**src/rtl/dfso_pkg.sv**
```systemverilog
// dfso_pkg: control-byte fields and state encodings for diff_freq_serial_out_mc.
// Defining DFSO_REPEAT_EN turns on channel repeat mode.
package dfso_pkg;
  localparam int CTRL_CH_LSB = 0;
  localparam int CTRL_CH_W = 4;
  localparam int CTRL_RPT_BIT = 6;
  localparam int CTRL_STOP_BIT = 7;
`ifdef DFSO_REPEAT_EN
  localparam bit REPEAT_EN = 1'b1;
`else
  localparam bit REPEAT_EN = 1'b0;
`endif
  typedef enum logic [1:0] {F_IDLE, F_DIV, F_DATA, F_DISPATCH} frame_state_e;
  typedef enum logic {CH_IDLE, CH_SHIFT} ch_state_e;
endpackage

```
**src/rtl/dfso_channel.sv**
```systemverilog
// dfso_channel: one serial channel, shifts a word MSB first at (div+1) clk cycles per bit.
module dfso_channel
  import dfso_pkg::*;
#(
  parameter int SW = 24,
  parameter int DW = 8,
  parameter logic IDLE_LEVEL = 1'b0
) (
  input  logic          clk,
  input  logic          rst,
  input  logic          i_start,
  input  logic          i_abort,
  input  logic          i_repeat,
  input  logic [SW-1:0] i_word,
  input  logic [DW-1:0] i_div,
  output logic          o_serial,
  output logic          o_bit_tick,
  output logic          o_done_tick,
  output logic          o_busy
);
  localparam int BW = SW > 1 ? $clog2(SW) : 1;
  ch_state_e state_q, state_d;
  logic [SW-1:0] sr_q, sr_d, word_q, word_d;
  logic [DW-1:0] div_q, div_d, cnt_q, cnt_d;
  logic [BW-1:0] bit_q, bit_d;
  logic rpt_q, rpt_d, bit_tick_q, bit_tick_d, done_q, done_d;
  logic period_end, last_bit, reload;
  always_comb begin
    period_end = cnt_q == div_q;
    last_bit = bit_q == BW'(SW-1);
    reload = rpt_q;
    state_d = state_q;
    sr_d = sr_q;
    word_d = word_q;
    div_d = div_q;
    rpt_d = rpt_q;
    cnt_d = cnt_q;
    bit_d = bit_q;
    bit_tick_d = 1'b0;
    done_d = 1'b0;
    if (i_abort) state_d = CH_IDLE;
    else if (state_q == CH_IDLE) begin
      if (i_start) begin
        state_d = CH_SHIFT;
        sr_d = i_word;
        word_d = i_word;
        div_d = i_div;
        rpt_d = i_repeat & REPEAT_EN;
        cnt_d = '0;
        bit_d = '0;
        bit_tick_d = 1'b1;
      end
    end else if (!period_end) cnt_d = cnt_q + 1'b1;
    else begin
      cnt_d = '0;
      bit_d = last_bit ? '0 : bit_q + 1'b1;
      sr_d = last_bit ? word_q : sr_q << 1;
      done_d = last_bit;
      bit_tick_d = !last_bit || reload;
      state_d = last_bit && !reload ? CH_IDLE : CH_SHIFT;
    end
  end
  always_ff @(posedge clk) begin
    if (rst) begin
      state_q <= CH_IDLE;
      sr_q <= '0;
      word_q <= '0;
      div_q <= '0;
      rpt_q <= 1'b0;
      cnt_q <= '0;
      bit_q <= '0;
      bit_tick_q <= 1'b0;
      done_q <= 1'b0;
    end else begin
      state_q <= state_d;
      sr_q <= sr_d;
      word_q <= word_d;
      div_q <= div_d;
      rpt_q <= rpt_d;
      cnt_q <= cnt_d;
      bit_q <= bit_d;
      bit_tick_q <= bit_tick_d;
      done_q <= done_d;
    end
  end
  assign o_busy = state_q == CH_SHIFT;
  assign o_serial = o_busy ? sr_q[SW-1] : IDLE_LEVEL;
  assign o_bit_tick = bit_tick_q;
  assign o_done_tick = done_q;
endmodule

```
**src/rtl/diff_freq_serial_out_mc.sv**
```systemverilog
// diff_freq_serial_out_mc: decodes byte frames and dispatches words to independent serial channels.
// Repeat mode is compiled in with DFSO_REPEAT_EN.
module diff_freq_serial_out_mc
  import dfso_pkg::*;
#(
  parameter int CH_NUM = 4,
  parameter int DATA_BIT = 8,
  parameter int PAYLOAD_NUM = 3,
  parameter int TIMEOUT_CYC = 100000,
  parameter logic IDLE_LEVEL = 1'b0
) (
  input  logic                clk,
  input  logic                rst,
  input  logic [DATA_BIT-1:0] i_data,
  input  logic                i_rx_done_tick,
  output logic [CH_NUM-1:0]   o_serial_out,
  output logic [CH_NUM-1:0]   o_bit_tick,
  output logic [CH_NUM-1:0]   o_done_tick,
  output logic [CH_NUM-1:0]   o_busy,
  output logic                o_frame_err
);
  localparam int SW = DATA_BIT * PAYLOAD_NUM;
  localparam int PW = $clog2(PAYLOAD_NUM + 1);
  localparam int TW = $clog2(TIMEOUT_CYC + 1);
  frame_state_e state_q, state_d;
  logic [CTRL_CH_W-1:0] ch_q, ch_d, c_ch;
  logic rpt_q, rpt_d, err_q, err_d, c_accept, c_stop;
  logic [DATA_BIT-1:0] div_q, div_d;
  logic [SW-1:0] word_q, word_d;
  logic [PW-1:0] pcnt_q, pcnt_d;
  logic [TW-1:0] tmo_q, tmo_d;
  logic [CH_NUM-1:0] sel, start, abort;
  always_comb begin
    c_ch = i_data[CTRL_CH_LSB +: CTRL_CH_W];
    c_stop = i_data[CTRL_STOP_BIT];
    c_accept = i_rx_done_tick && (state_q == F_IDLE || state_q == F_DISPATCH);
    state_d = state_q;
    ch_d = ch_q;
    rpt_d = rpt_q;
    div_d = div_q;
    word_d = word_q;
    pcnt_d = pcnt_q;
    tmo_d = tmo_q;
    err_d = 1'b0;
    if (state_q == F_IDLE || state_q == F_DISPATCH) begin
      state_d = c_accept && !c_stop ? F_DIV : F_IDLE;
      ch_d = c_accept ? c_ch : ch_q;
      rpt_d = c_accept ? i_data[CTRL_RPT_BIT] : rpt_q;
      tmo_d = '0;
    end else if (i_rx_done_tick) begin
      tmo_d = '0;
      if (state_q == F_DIV) begin
        div_d = i_data;
        pcnt_d = '0;
        state_d = F_DATA;
      end else begin
        word_d = (word_q << DATA_BIT) | SW'(i_data);
        pcnt_d = pcnt_q + 1'b1;
        if (pcnt_q == PW'(PAYLOAD_NUM - 1)) begin
          state_d = F_DISPATCH;
          err_d = {1'b0, ch_q} >= 5'(CH_NUM) || |(o_busy & sel);
        end
      end
    end else if (tmo_q == TW'(TIMEOUT_CYC - 1)) begin
      state_d = F_IDLE;
      err_d = 1'b1;
    end else tmo_d = tmo_q + 1'b1;
  end
  always_ff @(posedge clk) begin
    if (rst) begin
      state_q <= F_IDLE;
      ch_q <= '0;
      rpt_q <= 1'b0;
      div_q <= '0;
      word_q <= '0;
      pcnt_q <= '0;
      tmo_q <= '0;
      err_q <= 1'b0;
    end else begin
      state_q <= state_d;
      ch_q <= ch_d;
      rpt_q <= rpt_d;
      div_q <= div_d;
      word_q <= word_d;
      pcnt_q <= pcnt_d;
      tmo_q <= tmo_d;
      err_q <= err_d;
    end
  end
  assign o_frame_err = err_q;
  // A frame flagged in error still passes through DISPATCH but starts nothing
  for (genvar i = 0; i < CH_NUM; i++) begin : g_ch
    assign sel[i] = ch_q == CTRL_CH_W'(i);
    assign start[i] = state_q == F_DISPATCH && !err_q && sel[i];
    assign abort[i] = c_accept && c_stop && c_ch == CTRL_CH_W'(i);
    dfso_channel #(.SW(SW), .DW(DATA_BIT), .IDLE_LEVEL(IDLE_LEVEL)) u_ch (
      .clk        (clk),
      .rst        (rst),
      .i_start    (start[i]),
      .i_abort    (abort[i]),
      .i_repeat   (rpt_q),
      .i_word     (word_q),
      .i_div      (div_q),
      .o_serial   (o_serial_out[i]),
      .o_bit_tick (o_bit_tick[i]),
      .o_done_tick(o_done_tick[i]),
      .o_busy     (o_busy[i])
    );
  end
endmodule

```
**config.mk**
```make
export PLATFORM = sky130hd
export DESIGN_NAME = diff_freq_serial_out_mc
export DESIGN_NICKNAME = d
export VERILOG_FILES = /design/src/rtl/dfso_pkg.sv /design/src/rtl/dfso_channel.sv /design/src/rtl/diff_freq_serial_out_mc.sv
export SDC_FILE = /design/constraint.sdc
export NUM_CORES = 1
export LEC_CHECK = 0
export CORE_ASPECT_RATIO = 0.6
export CORE_MARGIN = 2
export CORE_UTILIZATION = 55
export DETAILED_ROUTE_END_ITERATION = 10
export GPL_TIMING_DRIVEN = 0
export PLACE_DENSITY = 0.84
export SLEW_MARGIN = 20
export SYNTH_ARGS = -nofsm -noshare
export SYNTH_HDL_FRONTEND = slang
export SYNTH_SLANG_ARGS = --single-unit
```
**constraint.sdc**
```tcl
create_clock -name clk -period 2.2 [get_ports clk]
set_input_delay 0.22 -clock clk [delete_from_list [all_inputs] [get_ports clk]]
set_output_delay 0.22 -clock clk [all_outputs]
set_load 0.005 [all_outputs]
```
==> impl_metrics.py <==
metrics = {
    "worst_hold_path": {
        "hold_depth": 3,
        "hold_path.class": "in -> reg",
    },
    "clocking": {
        "htreeDepth": 1,
        "cts_buffer_depth": 3,
        "clkLatencyLatePin_ps": 590,
        "root_buffer": "clkbuf_16",
        "cts_buffers": 31,
        "clkSinkCount": 346,
        "cts_tree": "built",
        "clk_pin_slew_ps": 70,
    },
    "route": {
        "vias": 16959,
        "antenna_left": 0,
        "via_per_inst": 6.40,
        "drt_iter0_drc": 2670,
        "dr.pass1.iters": 6,
        "drt-wirelength-per-cell_um": 20.5,
        "drc": 0,
        "drt_wl_total_um": 54300,
    },
    "die": {
        "fp.dieH_um": 138,
        "dieArea_mm2": 0.0312,
        "die_w_um": 227,
        "core.rowCount": 48,
        "num_io_pins": 28,
        "start_util_pct": 56.3,
        "core_area_mm2": 0.0290,
    },
    "global_routing": {
        "overflow": 0,
        "grt_use_total_pct": 34.5,
        "grt_max_degree": 20,
        "grt_first_pass_wirelength_um": 83900,
        "antenna_found_initial": 1,
        "grt_pass1_vias": 15398,
    },
    "setup_path": {
        "required_ps": 2620,
        "rr_endpoint": "g_ch[2].u_ch.cnt_q[4]",
        "r2r_cells": 7,
        "cp.arrival_ps": 2740,
        "endpoint_kind": "flop",
        "critPathCapture": "g_ch[2].u_ch.div_q[7]",
        "reg2reg_from": "state_q[0]",
        "cp-start-kind": "input port",
        "crit_start": "rst",
        "critPathMaxFanout": 10,
        "r2r_slack_ps": 0,
        "worstSetupPathType": "in -> reg",
    },
    "logic_synthesis": {
        "synthesis.area_mm2": 0.0163,
        "ys_ff_latch": 346,
        "synth_edf_count": 0,
        "synth.top_cell.area_share_pct": 42.4,
        "yosys_warnings": 0,
        "ys_types": 68,
        "ys.flop_type": "dfxtp_1",
        "synth_fp_nets": 2166,
        "yosysSeqAreaShare_pct": 42.4,
        "async_flop_share_pct": 0,
        "avgSynthCellArea_um2": 7.63,
        "syn_inst": 2142,
        "synth_area_leaders": "dfxtp_1 (42%), nand2_1 (11%), a21oi_1 (6.9%), nand3_1 (4.0%), clkbuf_1 (3.7%)",
        "yosysTopAreaCell": "dfxtp_1",
    },
    "timing": {
        "setup_ws_ps": -116,
        "finalClockSkew_ps": 12.6,
        "hold_violations": 0,
        "finalMaxSlewViolations": 0,
        "finalCritPeriodShare_pct": 105,
        "setup_viol": 20,
        "tightest_slew_ps": 1170,
        "max_slew_margin_pct": 22.3,
        "fmax_mhz": 432,
        "post-route-min-period_ps": 2320,
        "rsz0062_at_grt": "yes",
    },
    "run_status": {
        "status": "finished, violations left",
        "violations": "setup timing",
    },
    "cells_and_area": {
        "syn_to_final_growth_pct": 16.1,
        "final_util_pct": 65.4,
        "final_area_mm2": 0.0190,
        "multiInputGateArea_mm2": 0.00866,
        "drive_gt1_share_pct": 11.6,
        "regArea_mm2": 0.00694,
        "nFillCells": 2325,
        "nNetsFinal": 2248,
    },
    "power_and_ir_drop": {
        "power.total_mw": 12.6,
        "power_leakage_nw": 6.09,
        "ir_drop_v": 0.000718,
        "power.density_mw_per_mm2": 666,
    },
    "placement": {
        "hpwl_um": 35800,
        "place_congestion": 0.952,
        "portBuffers": 24,
        "postPlaceCellArea_mm2": 0.0171,
    },
    "flow_run": {
        "drv_cap": 0,
    },
}
## what timing repair did
action / 4_1_cts / 5_1_grt
buffers inserted: 22 / 12
cloned: 0 / 0
setup endpoints to repair: 308 / 232
hold buffers: 0 / 0
gates resized for setup: 121 / 94
pin swaps: 6 / 18
## report_power, final
| group | leakage [nW] | switching (mW) | total, mW | internal (mW) |
|---|---|---|---|---|
| Clock | 0.540 | 2.56 | 6.06 | 3.51 |
| Combinational | 2.76 | 0.229 | 0.301 | 0.0718 |
| Sequential | 2.79 | 0.0134 | 6.27 | 6.26 |
| Total | 6.09 | 2.80 | 12.6 | 9.84 |
## worst min path at each step
stage / from / end / slack (ps)
6_report: i_data[0] / word_q[0] / 90
5_1_grt: i_data[0] / word_q[0] / 90
4_1_cts: i_data[0] / word_q[0] / 40
3_5_place_dp: g_ch[0].u_ch.word_q[9] / g_ch[0].u_ch.word_q[9] / 450
3_3_place_gp: g_ch[0].u_ch.word_q[20] / g_ch[0].u_ch.word_q[20] / 440
2_1_floorplan: i_data[2] / word_q[2] / 360
## metrics by stage
stage          hold slack, ps  setup slack [ps]  instances  TNS, ps
2_1_floorplan             356               101       2142        0
3_3_place_gp              443              -740       2566  -144400
3_5_place_dp              447              -779       2566  -151120
4_1_cts                  42.6             -2.29       2640    -4.23
5_1_grt                  86.1             -60.7       2648     -215
6_report                 86.0              -116       2649     -843
## metal layers
layer  global-route usage (%)  vias up  wire length (um)
met5                        0        -                 0
met4                     13.8        0              2400
met3                     9.21      201              7910
met1                     49.6     7909             22400
met2                     48.8     1275             21600
li1                         -     7574                 -
## critical path, cell delays in order
cell and delay, ps:
clkbuf_1 520, clkbuf_2 510, clkbuf_1 560, clkbuf_1 800
a21oi_1 110
## cells in the final DEF, fill, tap and decap left out, types with 10 or more instances in the layout
master | synthesis | routed
or3_1 | 10 | 10
clkbuf_2 | 4 | 40
buf_4 | 16 | 56
or4_1 | 20 | 17
nor2_1 | 110 | 107
dfxtp_1 | 346 | 340
inv_1 | 18 | 18
ha_1 | 13 | 12
buf_2 | 22 | 17
nand4_1 | 21 | 21
clkbuf_1 | 161 | 100
clkbuf_16 | 0 | 37
o21ai_0 | 119 | 115
xor2_1 | 25 | 25
nand4b_1 | 11 | 11
nand2_1 | 493 | 490
a311oi_1 | 47 | 47
a211oi_1 | 33 | 33
o2111ai_1 | 25 | 25
clkdlybuf4s50_1 | 0 | 21
nor3_1 | 38 | 35
a21oi_1 | 226 | 219
nand2b_1 | 72 | 72
nand3_1 | 131 | 129
mux2i_1 | 31 | 31
xnor2_1 | 29 | 29
## cell usage after synthesis, types with 4 or more instances
library cell / count
nand2b_1: 72
nor2_1: 110
nand3_1: 131
nor3_1: 38
a31oi_1: 10
or3_1: 10
or2_2: 5
and3_1: 10
and4b_1: 4
buf_2: 22
a311oi_1: 47
clkbuf_1: 161
buf_4: 16
o21a_1: 4
clkbuf_2: 4
nor4_1: 8
nor4b_1: 4
and2_1: 7
a211oi_1: 33
ha_1: 13
o2111ai_1: 25
or4_1: 20
o31ai_1: 4
a21oi_1: 226
mux2i_1: 31
nand2_1: 493
xor2_1: 25
o21ai_0: 119
nand4b_1: 11
xnor2_1: 29
inv_1: 18
buf_1: 9
dfxtp_1: 346
nand4_1: 21
nor2b_1: 7
## layout make-up
cell class                 count  area share, %
buffer                       205           6.23
inverter                      19          0.376
tap                          400           2.64
antenna                        1         0.0132
timing repair buffer          58           2.59
multi-input combinational   1563           45.6
sequential                   346           36.6
clock inverter                16           1.33
clock buffer                  41           4.60
## kinds of logic (layout without fill, tap and decap cells)
family	count (synthesis)	after routing	synth area share (%)
and+or+nand+nor	968	968	27.5
AOI/OAI and AO/OA	496	496	18.1
DFF	346	346	42.4
buffers and inverters	233	339	6.01
xor gates and xnor gates	54	54	2.89
muxes	32	32	2.04
adders and majority gates	13	13	0.995
other	0	1	0
## flip-flops by register name, summed over array words and instances, names as in the netlist
register	flops
o_frame_err	1
pcnt_q	2
g_ch.u_ch.div_q	32
ch_q	4
g_ch.u_ch.sr_q	96
g_ch.u_ch.o_bit_tick	4
g_ch.u_ch.cnt_q	32
g_ch.u_ch.o_busy	4
g_ch.u_ch.o_done_tick	4
g_ch.u_ch.bit_q	20
g_ch.u_ch.word_q	96
state_q	2
word_q	24
tmo_q	17
div_q	8
(Power assumes the default switching activity.)
